===== src/rtl/rob_mc.sv =====
// rob_mc: parametrised reorder buffer. Allocates in program order, takes
// results from NUM_CDB broadcast channels, offers operand lookup with
// same-cycle bypass, retires one entry per cycle and flushes on mispredict.
module rob_mc #(
    parameter int WIDTH   = 32,
    parameter int DEPTH   = 8,
    parameter int NUM_CDB = 2,
    parameter int TAG_W   = $clog2(DEPTH)
) (
    input  logic                     clk,
    input  logic                     rst,
    input  logic                     alloc_valid,
    input  logic [4:0]               alloc_rd,
    input  logic [WIDTH-1:0]         alloc_pc,
    output logic                     alloc_ready,
    output logic [TAG_W-1:0]         alloc_tag,
    input  logic [NUM_CDB-1:0]       cdb_valid,
    input  logic [NUM_CDB*TAG_W-1:0] cdb_tag,
    input  logic [NUM_CDB*WIDTH-1:0] cdb_data,
    input  logic [NUM_CDB-1:0]       cdb_mispredict,
    input  logic [NUM_CDB*WIDTH-1:0] cdb_target,
    input  logic [TAG_W-1:0]         rs1_tag,
    input  logic [TAG_W-1:0]         rs2_tag,
    output logic                     rs1_ready,
    output logic                     rs2_ready,
    output logic [WIDTH-1:0]         rs1_data,
    output logic [WIDTH-1:0]         rs2_data,
    output logic                     commit_valid,
    output logic [4:0]               commit_rd,
    output logic [WIDTH-1:0]         commit_data,
    output logic [TAG_W-1:0]         commit_tag,
    output logic                     flush,
    output logic [WIDTH-1:0]         flush_pc,
    output logic [TAG_W:0]           count,
    output logic                     empty,
    output logic                     full
);

    localparam logic [TAG_W:0] DEPTH_CNT = (TAG_W+1)'(DEPTH);

    // Per-entry status bits live in flops with reset; payload lives in plain storage.
    logic [DEPTH-1:0] ent_valid;
    logic [DEPTH-1:0] ent_done;
    logic [DEPTH-1:0] ent_mis;
    logic [4:0]       ent_rd     [DEPTH];
    logic [WIDTH-1:0] ent_data   [DEPTH];
    logic [WIDTH-1:0] ent_pc     [DEPTH];
    logic [WIDTH-1:0] ent_target [DEPTH];

    logic [TAG_W-1:0] head;
    logic [TAG_W-1:0] tail;

    logic [TAG_W-1:0] ch_tag    [NUM_CDB];
    logic [WIDTH-1:0] ch_data   [NUM_CDB];
    logic [WIDTH-1:0] ch_target [NUM_CDB];
    logic [NUM_CDB-1:0] ch_hit;
    logic alloc_fire;

    assign full        = (count == DEPTH_CNT);
    assign empty       = (count == '0);
    assign alloc_ready = !full && !flush;
    assign alloc_tag   = tail;
    assign alloc_fire  = alloc_valid && alloc_ready;

    assign commit_valid = ent_valid[head] && ent_done[head];
    assign commit_rd    = commit_valid ? ent_rd[head]   : '0;
    assign commit_data  = commit_valid ? ent_data[head] : '0;
    assign commit_tag   = commit_valid ? head           : '0;
    assign flush        = commit_valid && ent_mis[head];
    assign flush_pc     = flush ? ent_target[head] : '0;

    // Unpack the broadcast buses and decide which channels land on a waiting entry.
    always_comb begin
        for (int i = 0; i < NUM_CDB; i++) begin
            ch_tag[i]    = cdb_tag[i*TAG_W +: TAG_W];
            ch_data[i]   = cdb_data[i*WIDTH +: WIDTH];
            ch_target[i] = cdb_target[i*WIDTH +: WIDTH];
            ch_hit[i]    = cdb_valid[i] && ent_valid[ch_tag[i]] && !ent_done[ch_tag[i]];
        end
    end

    // Operand lookup: stored result first, else same-cycle bypass, lowest channel wins.
    always_comb begin
        // NOTE: combinational blocks use blocking '=' and assign every output a
        // default first, so later writes override earlier ones and no latch forms.
        rs1_ready = 1'b0;
        rs1_data  = '0;
        rs2_ready = 1'b0;
        rs2_data  = '0;
        for (int i = NUM_CDB-1; i >= 0; i--) begin
            if (cdb_valid[i] && ch_tag[i] == rs1_tag) begin
                rs1_ready = 1'b1;
                rs1_data  = ch_data[i];
            end
            if (cdb_valid[i] && ch_tag[i] == rs2_tag) begin
                rs2_ready = 1'b1;
                rs2_data  = ch_data[i];
            end
        end
        if (ent_valid[rs1_tag] && ent_done[rs1_tag]) begin
            rs1_ready = 1'b1;
            rs1_data  = ent_data[rs1_tag];
        end
        if (ent_valid[rs2_tag] && ent_done[rs2_tag]) begin
            rs2_ready = 1'b1;
            rs2_data  = ent_data[rs2_tag];
        end
    end

    // Pointers, occupancy and entry status: allocate, complete, retire, flush.
    always_ff @(posedge clk or posedge rst) begin
        if (rst) begin
            head      <= '0;
            tail      <= '0;
            count     <= '0;
            ent_valid <= '0;
            ent_done  <= '0;
            ent_mis   <= '0;
        end else if (flush) begin
            head      <= '0;
            tail      <= '0;
            count     <= '0;
            ent_valid <= '0;
        end else begin
            if (alloc_fire) begin
                ent_valid[tail] <= 1'b1;
                ent_done[tail]  <= 1'b0;
                ent_mis[tail]   <= 1'b0;
                tail            <= tail + TAG_W'(1);
            end
            // NOTE: walking channels high-to-low lets the lowest index issue the
            // last non-blocking write, so it wins when two channels share a tag.
            for (int i = NUM_CDB-1; i >= 0; i--) begin
                if (ch_hit[i]) begin
                    ent_done[ch_tag[i]] <= 1'b1;
                    ent_mis[ch_tag[i]]  <= cdb_mispredict[i];
                end
            end
            if (commit_valid) begin
                ent_valid[head] <= 1'b0;
                head            <= head + TAG_W'(1);
            end
            case ({alloc_fire, commit_valid})
                2'b10:   count <= count + (TAG_W+1)'(1);
                2'b01:   count <= count - (TAG_W+1)'(1);
                default: count <= count;
            endcase
        end
    end

    // Entry payload capture on allocation and on a landing broadcast.
    always_ff @(posedge clk) begin
        // NOTE: payload storage has no reset; it is only ever read behind a
        // valid/done bit, which is reset, so clearing it would be wasted logic.
        if (alloc_fire) begin
            ent_rd[tail] <= alloc_rd;
            ent_pc[tail] <= alloc_pc;
        end
        for (int i = NUM_CDB-1; i >= 0; i--) begin
            if (!flush && ch_hit[i]) begin
                ent_data[ch_tag[i]]   <= ch_data[i];
                ent_target[ch_tag[i]] <= ch_target[i];
            end
        end
    end

endmodule


===== config.mk =====
export PLATFORM = sky130hd
export DESIGN_NAME = rob_mc
export DESIGN_NICKNAME = d
export VERILOG_FILES = /design/src/rtl/rob_mc.sv
export SDC_FILE = /design/constraint.sdc
export NUM_CORES = 1
export LEC_CHECK = 0
export CORE_MARGIN = 2
export CORE_UTILIZATION = 30
export CTS_BUF_LIST = sky130_fd_sc_hd__clkbuf_16
export CTS_CLUSTER_SIZE = 10
export DETAILED_ROUTE_END_ITERATION = 7
export SLEW_MARGIN = 15
export SYNTH_ARGS = -nofsm -noshare
export SYNTH_HDL_FRONTEND = slang
export SYNTH_SLANG_ARGS = --single-unit

===== constraint.sdc =====
create_clock -name clk -period 6.2 [get_ports clk]
set_clock_uncertainty 0.05 [all_clocks]
set_input_delay 1.24 -clock clk [delete_from_list [all_inputs] [get_ports clk]]
set_output_delay 1.24 -clock clk [all_outputs]
set_load 0.05 [all_outputs]

**Word level (Yosys, flattened, before mapping)**

Memories as Yosys holds them, arrays and structs flattened.
Cells that the tools add are included.
Widths: inputs -> output; s select.

- Register bits: 34
- Bits in writable memories: 552
- Input port bits: 184
- Output and inout port bits: 150
- Word-level logic and storage cells: 140
- Memories: 3

- Add/sub/neg operators: 4
- Magnitude comparators: 10
- Equal/unequal tests: 7
- Mux-type cells: 74
- Bitwise operators: 8
- Reductions and logical operators: 28

Memories:

| memory | depth | bits a word | read ports | clocked after Yosys merged registers in | write ports | line | RTL |
|---|---|---|---|---|---|---|---|
| ent_data | 8 | 32 | 3 | 0 | 2 | 46 | `logic [WIDTH-1:0] ent_data [DEPTH];` |
| ent_target | 8 | 32 | 1 | 0 | 2 | 48 | `logic [WIDTH-1:0] ent_target [DEPTH];` |
| ent_rd | 8 | 5 | 1 | 0 | 1 | 45 | `logic [4:0] ent_rd [DEPTH];` |

Operators with widths:

| kind | number |
|---|---|
| $mux 32 | 8 |
| $mux 8 | 14 |
| $bmux 1 s3 | 11 |
| $mux 1 | 27 |
| $and 8x8->8 | 3 |
| $lt 3x4->1 const B | 6 |
| $or 8x8->8 | 3 |
| $logic_and 1x1->1 | 20 |
| $bwmux 8 | 2 |
| $not 8->8 | 2 |
| $mux 3 | 5 |
| $demux 1 s3 | 4 |
| $eq 3x3->1 | 4 |
| $ge 3x1->1 const B | 4 |
| $pmux 4 s2 | 1 |
| $add 3x1->3 const B | 2 |
| $mux 5 | 1 |
| $add 4x1->4 const B | 1 |
| $eq 4x4->1 const B | 1 |
| $logic_not 1->1 | 4 |
| $logic_not 4->1 | 1 |
| $mux 4 | 1 |
| $reduce_bool 2->1 | 2 |
| $sub 4x1->4 const B | 1 |
| other kinds (3) | 3 |

**Logic depth before layout (Yosys ltp)**

- Word-level depth: 14
- Depth in mapped cells: 11
- Mapped depth without buffers: 10

**Worst setup path after synthesis**

Ideal clock, no wire load.

- Path kind: input -> register
- From: input cdb_tag[1]
- To: memory ent_data[1][0], enable pin
- Library setup time: 0.486 ns
- Arrival: 5.569 ns
- Required time: 5.664 ns
- Slack: 0.095 ns
- Stages: 8
- Buffers on the path: 2
- Cell sequence: clkbuf_1 -> mux4_2 -> mux2i_1 -> and2_1 -> buf_2 -> nand2_1 -> o2bb2a_1 -> nor2_1

RTL lines:

| what | line | RTL |
|---|---|---|
| start, declared | 18 | `input logic [NUM_CDB*TAG_W-1:0] cdb_tag,` |
| end, declared | 46 |  |

**Worst setup path after layout**

- From: register head[1]
- To: output flush_pc[20]

- Word-level cells in the longest chain between the ends: 5
- Elaborated cells on any way between the ends: 10
- Classes of those cells: mux (7); reduce/logical (2); memory (1)

RTL lines:

| what | line | RTL |
|---|---|---|
| start, declared | 50 | `logic [TAG_W-1:0] head;` |
| start signal, assigned | 141 | `head <= head + TAG_W'(1);` |
| $bmux 1 s3 | 65 | `assign commit_valid = ent_valid[head] && ent_done[head];` |
| $mux 1 (not written as such) | 65 |  |
| $logic_and 1x1->1 | 65 |  |
| $logic_and 1x1->1 | 69 | `assign flush = commit_valid && ent_mis[head];` |
| $mux 32 * | 70 | `assign flush_pc = flush ? ent_target[head] : '0;` |
| end, declared | 33 | `output logic [WIDTH-1:0] flush_pc,` |

Every way passes the cells marked *; elsewhere a longest branch is shown, timed or not. The select of a mux whose other input is x is not followed.

==> reports/metrics.yaml <==
die:
  dieArea_mm2: 0.1186
  die_h_um: 344.4
  core.rowCount: 124
  start_util_pct: 30.33
  core_area_mm2: 0.1147
  die_w_um: 344.4
  ioPinCount: 334
worst_setup_path:
  cp-end-kind: "output port"
  cp_max_fo: 36
  crit_path_max_incr_delay_ps: 880
  arrival_ps: 4220
  cp-start-kind: "register"
  cp_top_family: "buffers and inverters"
  crit_type: "register to output port"
  path_buf_inv: 2
  cp_slowest_cell: "dfrtp_4"
  crit_chain: "mux4_2 -> mux2_2 -> nand2_2 -> buf_4 -> nor2_1 -> clkdlybuf4s50_1"
  cp.required_ps: 4910
global_routing:
  grt_pass1_vias: 24120
  grt_remaining_overflow: 0
  antenna_found_initial: 22
  grt_use_total_pct: 19.70
  grt_pass1_wl_um: 168400
  grt_max_degree: 114
placement:
  post-dp-hpwl_um: 69180
  gp_congestion: 0.8334
  port_buffers: 301
timing:
  clock.fmax_mhz: 181.6
  post-route-min-period_ps: 5505
  slew_headroom_pct: 28.56
  rsz0062_at_grt: "no"
  fin_tns_setup_ps: 0
  hold_viol: 0
  period_share_pct: 88.79
  setup_viol: 0
  drv_slew: 0
  tightestPinTransition_ps: 1072
cells_and_area:
  layout-drive-gt1-share_pct: 42.52
  regArea_mm2: 0.01744
  multi_input_area_mm2: 0.01626
  postLayoutCoreUtil_pct: 36.13
  fill_cells: 10740
  nets: 2617
  area_growth_pct: 19.14
clock_tree:
  cts_tree: "built"
  clkLatencyLatePin_ps: 630
  cts-root-buf: "clkbuf_16"
  cts_buffers: 73
  cts.sinks: 586
  cts_max_level: 3
  ctsHoldBuffers: 0
  post_cts_resized: 0
  path_clk_slew_ps: 50
  postCtsSetupRepairBufs: 0
  cts_buffer_depth: 3
synth:
  synth_mux_area_share_pct: 38.71
  syn_nets: 2417
  synth_compound_area_share_pct: 4.235
  synth_top_family_by_area: "multiplexers"
  yosysUniqueCellTypes: 63
  synth.avg_cell_area_um2: 15.60
  yosysSeqAreaShare_pct: 50.12
  synth_seq_cells: 586
  ys_warn_count: 0
  synth_edf_count: 552
  async_flop_share_pct: 5.802
  synthSimpleGateAreaFrac_pct: 2.864
  synth_xor_area_share_pct: 0.4030
  netlist_instances: 2229
  synthAdderAreaFrac_pct: 0.1439
  syn_area_mm2: 0.03477
  synth_flop_cell: "edfxtp_1"
job:
  drv_cap: 0
routing:
  drc: 0
  first_pass_iters: 5
  antenna_left: 0
  via_count: 22660
  totalWireLength_um: 118000
  vias_per_cell: 5.694
  post_drt_wl_per_cell_um: 29.65
  drtIter0Drc: 1918
min_path:
  hp-class: "register to register"
power:
  ir_drop_v: 0.0004303
  p_per_area_mw_per_mm2: 375.6
  p_leak_uw: 0.01329
outcome:
  status: "finished clean"
[routing by layer]
metal / wire length (um) / up-vias / GRT usage [%]
li1: - / 9463 / -
met1: 45860 / 11840 / 24.25
met2: 58200 / 1050 / 33.65
met3: 9917 / 274 / 4.993
met4: 3801 / 32 / 6.495
met5: 181 / - / 0
[synth_stat cells, drive strengths merged (2+ instances only)]
cell type / number / area share [%]
mux2i: 141 / 4.1
o21bai: 5 / 0.11
nor2: 104 / 1.2
a31oi: 3 / 0.054
nand3: 6 / 0.10
o311a: 2 / 0.058
and2: 7 / 0.13
inv: 17 / 0.18
o31ai: 5 / 0.11
nor4: 2 / 0.036
mux4: 277 / 18
mux2: 516 / 17
o21a: 4 / 0.086
a21oi: 79 / 1.1
o2111ai: 2 / 0.050
ha: 4 / 0.14
a2bb2oi: 2 / 0.050
nor3b: 5 / 0.11
o22a: 2 / 0.050
or3b: 5 / 0.13
and3b: 2 / 0.050
a21boi: 3 / 0.065
nor2b: 8 / 0.14
a2111oi: 4 / 0.12
nand3b: 3 / 0.065
nand2: 45 / 0.49
a211oi: 5 / 0.11
a221oi: 65 / 1.6
nand2b: 5 / 0.090
nand4: 4 / 0.072
xnor2: 10 / 0.25
edfxtp: 552 / 48
clkbuf: 149 / 1.7
a21o: 3 / 0.065
o22ai: 4 / 0.072
o21ai: 14 / 0.20
xor2: 6 / 0.15
dfrtp: 34 / 2.4
nor3: 11 / 0.19
buf: 100 / 1.6
o221ai: 2 / 0.050
[worst reg2reg max path: stages, from the launching register on]
cell     delay [ps]
dfrtp_4         880
mux4_2          660
mux2_2          410
nand2_2         340
buf_4           310
buf_4           280
nand3_2         250
nor3_4          240
buf_4           490
mux2_2          430
[stage by stage]
stage               cell area, um^2  hold slack, ps  cells  power [uW]  setup WS (ps)
finish                        41420           454.3   3979       15560          694.8
global placement              39340           445.0   3866       11750          852.3
global route                  41420           475.8   3978       16210          609.8
detailed placement            39340           445.3   3866       11830          846.0
floorplan                     34770           405.9   2229        9491          95.10
CTS                           41420           457.6   3977       15720          625.9
[worst paths after layout]
path | cells past startpoint | to | from | slack (ps)
max reg2reg | 9 | ent_data[4][5] | head[1] | 1590
min | 2 | ent_mis[2] | ent_mis[2] | 450
min reg2reg | 2 | ent_mis[2] | ent_mis[2] | 450
min in group asynchronous | 3 | alloc_tag[2] | rst | 980
max | 6 | flush_pc[20] | head[1] | 690
max in group asynchronous | 3 | head[2] | rst | 4720
[area by class of cell]
class	count	area share, %
multi-input combinational	1377	39.26
inverter	17	0.1540
antenna	2	0.01208
clock buffer	74	4.470
clock inverter	37	0.5377
tap	1512	4.567
timing repair buffer	374	8.898
sequential	586	42.10
[logic make-up after synthesis]
logic type / count (synthesis)
AOI/OAI and AO/OA: 212
and+or+nand+nor: 211
adders and majority gates: 4
DFF: 586
muxes: 934
xor gates and xnor gates: 16
buffers and inverters: 266
[power by group]
group,internal [uW],switching [uW],total [uW],leakage [uW]
Combinational,2520,4220,6740,0.00681
Clock,2210,1650,3860,0.00108
Sequential,4700,258,4960,0.00540
Total,9430,6130,15600,0.0133
[state kept, by name, summed over array words and instances (netlist names)]
name,cells
ent_done,8
ent_data,256
ent_valid,8
ent_mis,8
ent_target,256
head,3
alloc_tag,3
count,4
ent_rd,40
[placed cells by master, fill, tap and decap left out, types with 4 or more instances in the layout]
| master | netlist | final |
|---|---|---|
| nand4_1 | 4 | 4 |
| mux4_2 | 277 | 277 |
| buf_4 | 18 | 120 |
| nand2_1 | 44 | 44 |
| clkdlybuf4s50_1 | 0 | 228 |
| o22ai_1 | 4 | 4 |
| or3b_2 | 5 | 5 |
| o21a_4 | 0 | 4 |
| mux2_2 | 506 | 505 |
| nand3_1 | 5 | 5 |
| nor2b_1 | 8 | 8 |
| o21bai_1 | 5 | 5 |
| nor2_1 | 98 | 94 |
| clkbuf_16 | 0 | 74 |
| o31ai_1 | 5 | 5 |
| nor2_4 | 0 | 10 |
| edfxtp_1 | 552 | 552 |
| mux2_1 | 10 | 10 |
| and2_1 | 7 | 5 |
| inv_1 | 17 | 35 |
| xor2_1 | 6 | 6 |
| nor3_1 | 10 | 8 |
| a221oi_1 | 65 | 65 |
| mux2i_1 | 141 | 139 |
| a211oi_1 | 5 | 5 |
| a21oi_1 | 79 | 79 |
| clkinv_1 | 0 | 10 |
| buf_12 | 0 | 24 |
| dfrtp_1 | 34 | 31 |
| xnor2_1 | 10 | 10 |
| nand2b_1 | 5 | 5 |
| ha_1 | 4 | 4 |
| o21ai_0 | 14 | 14 |
Note: power is estimated with default switching activity, not from simulation.
